===== src/rtl/fbc_pkg.sv =====
// Shared constants and FSM encoding for the FBC record pack/unpack path.
// A record is four 64-bit lanes; lane k occupies bits [64k+63:64k].
package fbc_pkg;

    localparam int FBC_LANE_W   = 64;
    localparam int FBC_LANE_NUM = 4;
    localparam int FBC_REC_W    = 256;
    localparam int FBC_IDX_W    = $clog2(FBC_LANE_NUM);

    localparam int FBC_TAG_BIT  = 63;
    localparam int FBC_IDX_MSB  = 62;
    localparam int FBC_IDX_LSB  = 61;

    localparam int QPD_MARK_MSB = 63;
    localparam int QPD_MARK_LSB = 56;
    localparam logic [7:0] QPD_MARK = 8'hFF;

    localparam int ENC_VAL_W    = 18;
    localparam int ENC_W_MSB    = 49;
    localparam int ENC_W_LSB    = 32;
    localparam int ENC_X_MSB    = 17;
    localparam int ENC_X_LSB    = 0;

    typedef enum logic [1:0] {
        ST_IDLE = 2'd0,
        ST_REQ  = 2'd1,
        ST_WAIT = 2'd2,
        ST_SEND = 2'd3
    } fbc_state_e;

endpackage


===== src/rtl/fbc_lane_check.sv =====
// Combinational lane header checker: tagged format checks tag bit and lane
// index on every lane, QPD format checks only the lane-0 marker byte.
module fbc_lane_check
    import fbc_pkg::*;
(
    input  logic [FBC_LANE_W-1:0] i_lane,
    input  logic [FBC_IDX_W-1:0]  i_idx,
    input  logic                  i_qpd,
    output logic                  o_err
);

    logic w_unused;
    assign w_unused = ^i_lane[QPD_MARK_LSB-1:0];

    // Header compare for the selected record format
    always_comb begin
        o_err = 1'b0;
        if (i_qpd) begin
            if (i_idx == 2'd0) begin
                o_err = (i_lane[QPD_MARK_MSB:QPD_MARK_LSB] != QPD_MARK);
            end else begin
                o_err = 1'b0;
            end
        end else begin
            o_err = (i_lane[FBC_TAG_BIT] != 1'b1) ||
                    (i_lane[FBC_IDX_MSB:FBC_IDX_LSB] != i_idx);
        end
    end

endmodule


===== src/rtl/fbc_ddr_unpack.sv =====
// Fetches 256-bit FBC records from the DDR read path, one request at a time,
// and streams them to the aurora link as four 64-bit lanes, lane 0 first.
module fbc_ddr_unpack
    import fbc_pkg::*;
#(
    parameter int RD_TIMEOUT = 64
) (
    input  logic                  clk_i,
    input  logic                  rst_i,
    input  logic                  cfg_QPD_enable_i,
    input  logic                  fbc_rd_empty_i,
    output logic                  fbc_rd_seq_o,
    input  logic                  fbc_rd_vld_i,
    input  logic [FBC_REC_W-1:0]  fbc_rd_data_i,
    input  logic                  aurora_fbc_almost_full_i,
    output logic                  aurora_fbc_vout_vld_o,
    output logic [FBC_LANE_W-1:0] aurora_fbc_vout_data_o,
    output logic [ENC_VAL_W-1:0]  encode_w_o,
    output logic [ENC_VAL_W-1:0]  encode_x_o,
    output logic                  hdr_err_o,
    output logic [15:0]           hdr_err_cnt_o,
    output logic                  rd_timeout_o,
    output logic [31:0]           rec_cnt_o
);

    localparam int CNT_W = (RD_TIMEOUT > 2) ? $clog2(RD_TIMEOUT) : 1;

    fbc_state_e            r_state;
    logic [CNT_W-1:0]      r_to_cnt;
    logic [FBC_REC_W-1:0]  r_rec;
    logic [FBC_IDX_W-1:0]  r_idx;
    logic                  r_qpd;
    logic                  r_seq;
    logic                  r_vout_vld;
    logic [FBC_LANE_W-1:0] r_vout_data;
    logic [ENC_VAL_W-1:0]  r_enc_w;
    logic [ENC_VAL_W-1:0]  r_enc_x;
    logic                  r_hdr_err;
    logic [15:0]           r_hdr_err_cnt;
    logic                  r_timeout;
    logic [31:0]           r_rec_cnt;

    logic [FBC_LANE_W-1:0] w_lane;
    logic                  w_lane_err;
    logic [CNT_W-1:0]      w_to_nxt;

    assign w_lane   = r_rec[{r_idx, 6'd0} +: FBC_LANE_W];
    // Timeout fires on the cycle the counter steps onto RD_TIMEOUT-1
    assign w_to_nxt = r_to_cnt + CNT_W'(1);

    fbc_lane_check u_lane_check (
        .i_lane (w_lane),
        .i_idx  (r_idx),
        .i_qpd  (r_qpd),
        .o_err  (w_lane_err)
    );

    // Request/wait/send sequencer with all outputs registered
    always_ff @(posedge clk_i) begin
        if (rst_i) begin
            r_state       <= ST_IDLE;
            r_to_cnt      <= CNT_W'(0);
            r_rec         <= {FBC_REC_W{1'b0}};
            r_idx         <= 2'd0;
            r_qpd         <= 1'b0;
            r_seq         <= 1'b0;
            r_vout_vld    <= 1'b0;
            r_vout_data   <= 64'd0;
            r_enc_w       <= 18'd0;
            r_enc_x       <= 18'd0;
            r_hdr_err     <= 1'b0;
            r_hdr_err_cnt <= 16'd0;
            r_timeout     <= 1'b0;
            r_rec_cnt     <= 32'd0;
        end else begin
            r_seq      <= 1'b0;
            r_vout_vld <= 1'b0;
            r_hdr_err  <= 1'b0;
            r_timeout  <= 1'b0;
            case (r_state)
                ST_IDLE: begin
                    if (!fbc_rd_empty_i && !aurora_fbc_almost_full_i) begin
                        r_seq   <= 1'b1;
                        r_state <= ST_REQ;
                    end else begin
                        r_state <= ST_IDLE;
                    end
                end
                ST_REQ: begin
                    r_to_cnt <= CNT_W'(0);
                    r_state  <= ST_WAIT;
                end
                ST_WAIT: begin
                    r_to_cnt <= w_to_nxt;
                    if (fbc_rd_vld_i) begin
                        r_rec   <= fbc_rd_data_i;
                        r_idx   <= 2'd0;
                        r_qpd   <= cfg_QPD_enable_i;
                        r_enc_w <= fbc_rd_data_i[ENC_W_MSB:ENC_W_LSB];
                        r_enc_x <= fbc_rd_data_i[ENC_X_MSB:ENC_X_LSB];
                        r_state <= ST_SEND;
                    end else if (w_to_nxt == CNT_W'(RD_TIMEOUT - 1)) begin
                        r_timeout <= 1'b1;
                        r_state   <= ST_IDLE;
                    end else begin
                        r_state <= ST_WAIT;
                    end
                end
                ST_SEND: begin
                    if (!aurora_fbc_almost_full_i) begin
                        r_vout_vld  <= 1'b1;
                        r_vout_data <= w_lane;
                        r_hdr_err   <= w_lane_err;
                        if (w_lane_err && (r_hdr_err_cnt != 16'hFFFF)) begin
                            r_hdr_err_cnt <= r_hdr_err_cnt + 16'd1;
                        end
                        r_idx <= r_idx + 2'd1;
                        if (r_idx == 2'(FBC_LANE_NUM - 1)) begin
                            r_rec_cnt <= r_rec_cnt + 32'd1;
                            r_state   <= ST_IDLE;
                        end
                    end
                end
                default: begin
                    r_state <= ST_IDLE;
                end
            endcase
        end
    end

    assign fbc_rd_seq_o           = r_seq;
    assign aurora_fbc_vout_vld_o  = r_vout_vld;
    assign aurora_fbc_vout_data_o = r_vout_data;
    assign encode_w_o             = r_enc_w;
    assign encode_x_o             = r_enc_x;
    assign hdr_err_o              = r_hdr_err;
    assign hdr_err_cnt_o          = r_hdr_err_cnt;
    assign rd_timeout_o           = r_timeout;
    assign rec_cnt_o              = r_rec_cnt;

endmodule


===== config.mk =====
export PLATFORM = sky130hd
export DESIGN_NAME = fbc_ddr_unpack
export DESIGN_NICKNAME = d
export VERILOG_FILES = /design/src/rtl/fbc_pkg.sv /design/src/rtl/fbc_lane_check.sv /design/src/rtl/fbc_ddr_unpack.sv
export SDC_FILE = /design/constraint.sdc
export NUM_CORES = 1
export LEC_CHECK = 0
export ABC_AREA = 1
export CAP_MARGIN = 10
export CORE_AREA = 2 2 186 188
export DETAILED_ROUTE_END_ITERATION = 10
export DIE_AREA = 0 0 188 190
export MAX_ROUTING_LAYER = met4
export PLACE_DENSITY = 0.8
export SYNTH_ARGS = -nofsm -noshare
export SYNTH_HDL_FRONTEND = slang
export SYNTH_SLANG_ARGS = --single-unit

===== constraint.sdc =====
create_clock -name clk_i -period 2.2 [get_ports clk_i]
set_clock_uncertainty 0.1 [all_clocks]
set_input_delay 0.44 -clock clk_i [delete_from_list [all_inputs] [get_ports clk_i]]
set_output_delay 0.44 -clock clk_i [all_outputs]
set_load 0.03 [all_outputs]

* Yosys cells after proc, flatten, opt, wreduce, memory -nomap -nowiden
Cells that the tools add are included.
** Storage, ports and cells
- Register bits :: 419
- Input bits :: 262
- Output and inout port bits :: 152
- Word-level logic and storage cells :: 69
** Operators by class
- Shift operators :: 1
- Add/subtract/negate cells :: 4
- Multiplexer cells :: 15
- Eq/ne operators :: 11
- Bitwise gates (word level) :: 5
- Reductions and logical operators :: 19
** Operators by type and width (number)
- indexed part select 256 x 9 -> 64 bit :: 1
- adder 32 x 1 -> 32 bit, second input constant :: 1
- adder 16 x 1 -> 16 bit, second input constant :: 1
- inequality test 16 bit, second input constant :: 1
- 2-to-1 mux 2 bit :: 6
- one-hot mux 6 bit (2 select lines) :: 1
- AND reduction 3 bit :: 3
- inequality test 8 bit, second input constant :: 1
- one-hot mux 2 bit (4 select lines) :: 1
- adder 6 x 1 -> 6 bit, second input constant :: 1
- equality test 2 bit, second input constant :: 3
- equality test 6 bit, second input constant :: 1
- 2-to-1 mux 1 bit :: 6
- inequality test 2 bit, second input constant :: 3
- AND reduction 2 bit :: 3
- OR reduction 3 bit :: 2
- NOT 1 bit :: 5
- logical NOT 2 bit :: 2
- one-hot mux 2 bit (2 select lines) :: 1
- nonzero test 2 bit :: 2
- OR reduction 2 bit :: 2
- adder 2 x 1 -> 2 bit, second input constant :: 1
- equality test 2 x 1 -> 1 bit, second input constant :: 1
- logical AND 1 bit :: 2
- other kinds (3) :: 4

* Longest topological paths before layout
- Depth in word-level cells :: 6
- Gate-level depth with buffers :: 16
- Gate-level depth less buffers :: 13

* Hierarchy
A second synthesis with hierarchy kept.
** Second synthesis, totals
- Cells, all modules :: 2298
- Area total of the unflattened synthesis :: 16427.0 um2
** By module, submodules not included
- fbc_ddr_unpack :: instances 1, area an instance 16335.7 um2, cells each 2274, seq. area each 7667.4 um2
- fbc_lane_check :: instances 1, area an instance 91.3 um2, cells each 24, seq. area each 0.0 um2

* Least setup slack after synthesis
No wires, ideal clock.
- Path kind :: reg-to-reg
- Start point :: register r_hdr_err_cnt[0] (netlist: hdr_err_cnt_o[0])
- End point :: register r_hdr_err_cnt[0] (netlist: hdr_err_cnt_o[0])
- Buffers on the path :: 1
- Library setup time :: 0.116 ns
- Slack :: 0.166 ns
- Period minus slack after synthesis :: 2.034 ns
- Data required time :: 1.984 ns
- Data arrival time :: 1.818 ns
- Cell stages (with the launch flop) :: 10
- Cell sequence :: dfxtp_1 > ha_1 > nand2_1 > nor2_1 > nand3_1 > nor2_1 > a21oi_2 > buf_2 > a21oi_1 > nor2_1
** Between the ends
- Word-level cells in the longest chain between the ends :: 3
- Elaborated cells on any way between the ends :: 4
- Those cells by class :: 1 x add/sub; 1 x eq/ne; 2 x reduce/logical
** Ends and longest elaborated chain
- from (decl) :: RTL line fbc_ddr_unpack.sv:39 : logic [15:0] r_hdr_err_cnt;
- from (signal assigned) :: RTL line fbc_ddr_unpack.sv:115 : r_hdr_err_cnt <= r_hdr_err_cnt + 16'd1;
- branches (longest 3 deep; another with adder 16 x 1 -> 16 bit)
Several ways; the timed one is not identified.
A chain may end at the register's enable or synchronous reset.

* Worst setup path after layout
- Start point :: register r_vout_data[29] (netlist: aurora_fbc_vout_data_o[29])
- End point :: output port aurora_fbc_vout_data_o[29]
** RTL lines
- from (decl) :: RTL line fbc_ddr_unpack.sv:35 : logic [FBC_LANE_W-1:0] r_vout_data;
- from (signal assigned) :: RTL line fbc_ddr_unpack.sv:112 : r_vout_data <= w_lane;
- to (decl) :: RTL line fbc_ddr_unpack.sv:17 : output logic [FBC_LANE_W-1:0] aurora_fbc_vout_data_o,
No word-level cell between the ends.

==> reports/qor.csv <==
metric,value,unit
path_cells,clkdlybuf4s50_1,
ys_seq_area_share,46.0,%
first_pass_iters,5,
grt_max_degree,142,
outcome,completed,
cts_htree_levels,2,
cp_top_family,buffers and inverters,
ant_nets,0,
fin_crit_sh,97.5,%
cp-end-kind,output port,
ys_warn_count,0,
worst-path-buf-inv,1,
insertion_delay,520,ps
synthFlopType,dfxtp_1,
r2r-end,hdr_err_cnt_o[13],
synthTopCellsByArea,"dfxtp_1 46%, o21ai_0 12%, nor2_1 10%",
core,0.0339,mm^2
yosys.area_share.xor_xnor,1.21,%
combPwrFrac,11.5,%
drtIter0Drc,1349,
rows,68,
syn_nets,2519,
critical_path_required,1660,ps
hp-class,input pin to register,
clockBufferDepth,3,
io_buffers,413,
maxSlewHeadroom,55.0,%
p_seq_share,45.9,%
synth_cells,2247,
clkPwrFrac,42.6,%
fillerInstances,2800,
p_sw,3810,uW
gp_congestion,0.929,
num_io_pins,414,
synth_area_per_cell,7.41,um^2
m1WireLength,21.9,mm
timing.rr.start,r_idx[0],
whs,326,ps
synth_top_area_share,46.0,%
worstPathMaxFanout,2,
clk_pin_slew,60,ps
fmax,466,MHz
syn_area,0.0167,mm^2
cp_slowest_stage_delay,760,ps
die_height,190,um
grt_pass1_wl,82.8,mm
start_util,49.1,%
cap_violations,0,
routed.top_layer,met4,
slowest_stage,clkdlybuf4s50_1,
die_w,188,um
cts_root_buffer,clkbuf_16,
grt_pass1_vias,15700,
worst-setup-path-type,register to output port,
worstPathArrival,1600,ps
fin_crit,2140,ps
wl_met2,24.7,mm
setup_viol,0,
cts_tree,done,
hold_violations,0,
startpoint,aurora_fbc_vout_data_o[29],
nets,2851,
drc,0,
cts_made_buffers,42,
via_count,16500,
yosys.area_share.adder,0.751,%
dieArea,0.0357,mm^2
multi_input_area,0.00733,mm^2
reg2reg_slack,220,ps
rsz0062_at_grt,false,
synth_mux_area_share,0,%
postCtsHoldBufs,0,
placed_area,0.0212,mm^2
avgViaCountPerCell,5.38,
worstMarginPinSlew,674,ps
drt_wl_total,52.4,mm
p_int,12000,uW
dp_hpwl,36.3,mm
yosysTopAreaCell,dfxtp_1,
maxSlewViolCount,0,
crit_end,aurora_fbc_vout_data_o[29],
synth_top_family_by_area,compound AO/OA/AOI/OAI gates,
cts_sinks,383,
crit_cells,1,
async_flop_share,0,%
worstRegToRegCells,13,
yosys.cell_types.count,40,
cp-start-kind,register,
track_usage,29.3,%
routed-wl-met3,4.56,mm
swShare,24.0,%
antenna_found_initial,9,
vdd_drop_max,0.413,mV
synth_compound_area_share,24.2,%
final_area,0.0225,mm^2
post_drt_wl_per_cell,17.1,um
register_area,0.00767,mm^2
synth_seq_cells,383,
syn_to_final_growth,35.1,%
grt-ovfl-total,0,
synth_edf_count,0,
p_per_area,704,mW/mm^2
synthSimpleGateAreaFrac,17.8,%
p_leak,0.00884,uW
drive_gt1_share,6.90,%
-- cell usage in the layout (no fill, tap or decap), types with 4 or more instances in the layout --
cell	instances
o21ai_0	389
buf_4	52
buf_12	16
nor2_4	4
o21ai_1	8
a21oi_2	11
dfxtp_1	381
clkdlybuf4s50_1	370
nor2_1	457
nand2_1	151
o221ai_1	56
o21a_1	60
nor3_1	20
clkbuf_1	10
nand2_4	5
a21oi_1	183
inv_1	191
xnor2_1	11
clkbuf_8	9
clkbuf_16	43
diode_2	9
a31oi_1	6
nand4_1	7
ha_1	8
nand3_1	53
dlygate4sd2_1	32
nand2_2	13
dlymetal6s2s_1	10
xor2_1	12
clkinv_2	7
-- area by class of cell --
class | count | area share (%)
flip-flops and latches | 383 | 34.1
multi-input cells | 1474 | 32.6
repair buffers | 482 | 21.5
clock buffers | 62 | 5.50
inverters | 196 | 3.34
well taps | 455 | 2.53
clock inverters | 10 | 0.372
diodes | 9 | 0.100
-- Yosys cell counts (2+ instances only) --
cell and n:
or2_2 2, buf_1 8, nor3_1 20, nor4_1 2, o21ai_0 389, buf_6 3, o21ai_1 8, o221ai_1 56
a21oi_1 183, o21a_1 60, nand3_2 3, nand2_2 13, dfxtp_1 383, nand4_1 7, nand2_4 4, nor2_4 4
inv_2 2, nand3_1 53, nor2_1 457, buf_2 15, clkbuf_1 129, a211oi_1 3, xnor2_1 11, xor2_1 12
nand2_1 152, a21oi_2 11, buf_4 38, ha_1 10, a31oi_1 6, nor3b_1 2, inv_1 192
-- logic make-up (layout without fill, tap and decap cells) --
group / Yosys count / after routing
xor gates and xnor gates: 23 / 23
other: 0 / 9
adders and majority gates: 10 / 10
AOI/OAI and AO/OA: 719 / 719
and+or+nand+nor: 722 / 722
DFF: 383 / 383
buffers and inverters: 390 / 750
-- layer usage --
| layer | up-vias | global-route usage, % |
|---|---|---|
| li1 | 8057 | - |
| met1 | 7712 | 36.3 |
| met2 | 675 | 48.6 |
| met3 | 87 | 6.57 |
| met4 | 0 | 7.54 |
| met5 | - | - |
-- power by group through the flow --
stage | clock network [uW] | registers (uW) | logic (uW)
6_report | 6750 | 7280 | 1830
2_1_floorplan | 0 | 7420 | 969
3_5_place_dp | 0 | 7430 | 1800
5_1_grt | 7140 | 7300 | 2000
3_3_place_gp | 0 | 7420 | 1780
4_1_cts | 6840 | 7270 | 1820
-- state kept, by name (all words and copies together) (netlist names) --
name and flops:
rec_cnt_o 32, aurora_fbc_vout_data_o 64, rd_timeout_o 1, hdr_err_o 1, r_state 2, hdr_err_cnt_o 16
r_rec 256, r_qpd 1, fbc_rd_seq_o 1, r_to_cnt 6, r_idx 2, aurora_fbc_vout_vld_o 1
-- tightest hold or removal path, cell delays in order --
cell and delay (ps):
clkbuf_2 150, inv_8 140, nand2_1 120, a21oi_1 30
-- per-stage QoR --
| step | std cells | setup slack, ps | util [%] | total power (uW) | TNS, ps |
|---|---|---|---|---|---|
| after floorplan | 2247 | 166 | - | 8390 | 0 |
| after global placement | 2990 | -125 | 62.4 | 9190 | -634 |
| after detailed placement | 2990 | -181 | 62.4 | 9230 | -3180 |
| after CTS | 3062 | 0.0570 | 66.1 | 15900 | 0 |
| after global routing | 3071 | 1.65 | 66.3 | 16400 | 0 |
| final | 3071 | 55.1 | 66.3 | 15900 | 0 |
-- how the worst min path moves through the flow --
stage,from,endpoint,depth (start not counted)
floorplan,r_rec[58],r_rec[58],2
CTS,rst_i,r_state[1],4
detailed placement,r_rec[123],r_rec[123],2
finish,rst_i,r_state[1],4
global placement,r_rec[76],r_rec[76],2
global route,r_rec[57],r_rec[57],2
-- repair_timing --
| action | in CTS | in global routing |
|---|---|---|
| hold endpoints to repair | 0 | 0 |
| gates resized for setup | 32 | 13 |
| buffers inserted | 0 | 0 |
| setup endpoints to repair | 32 | 20 |
No activity file was read; power rests on OpenSTA's default activity.
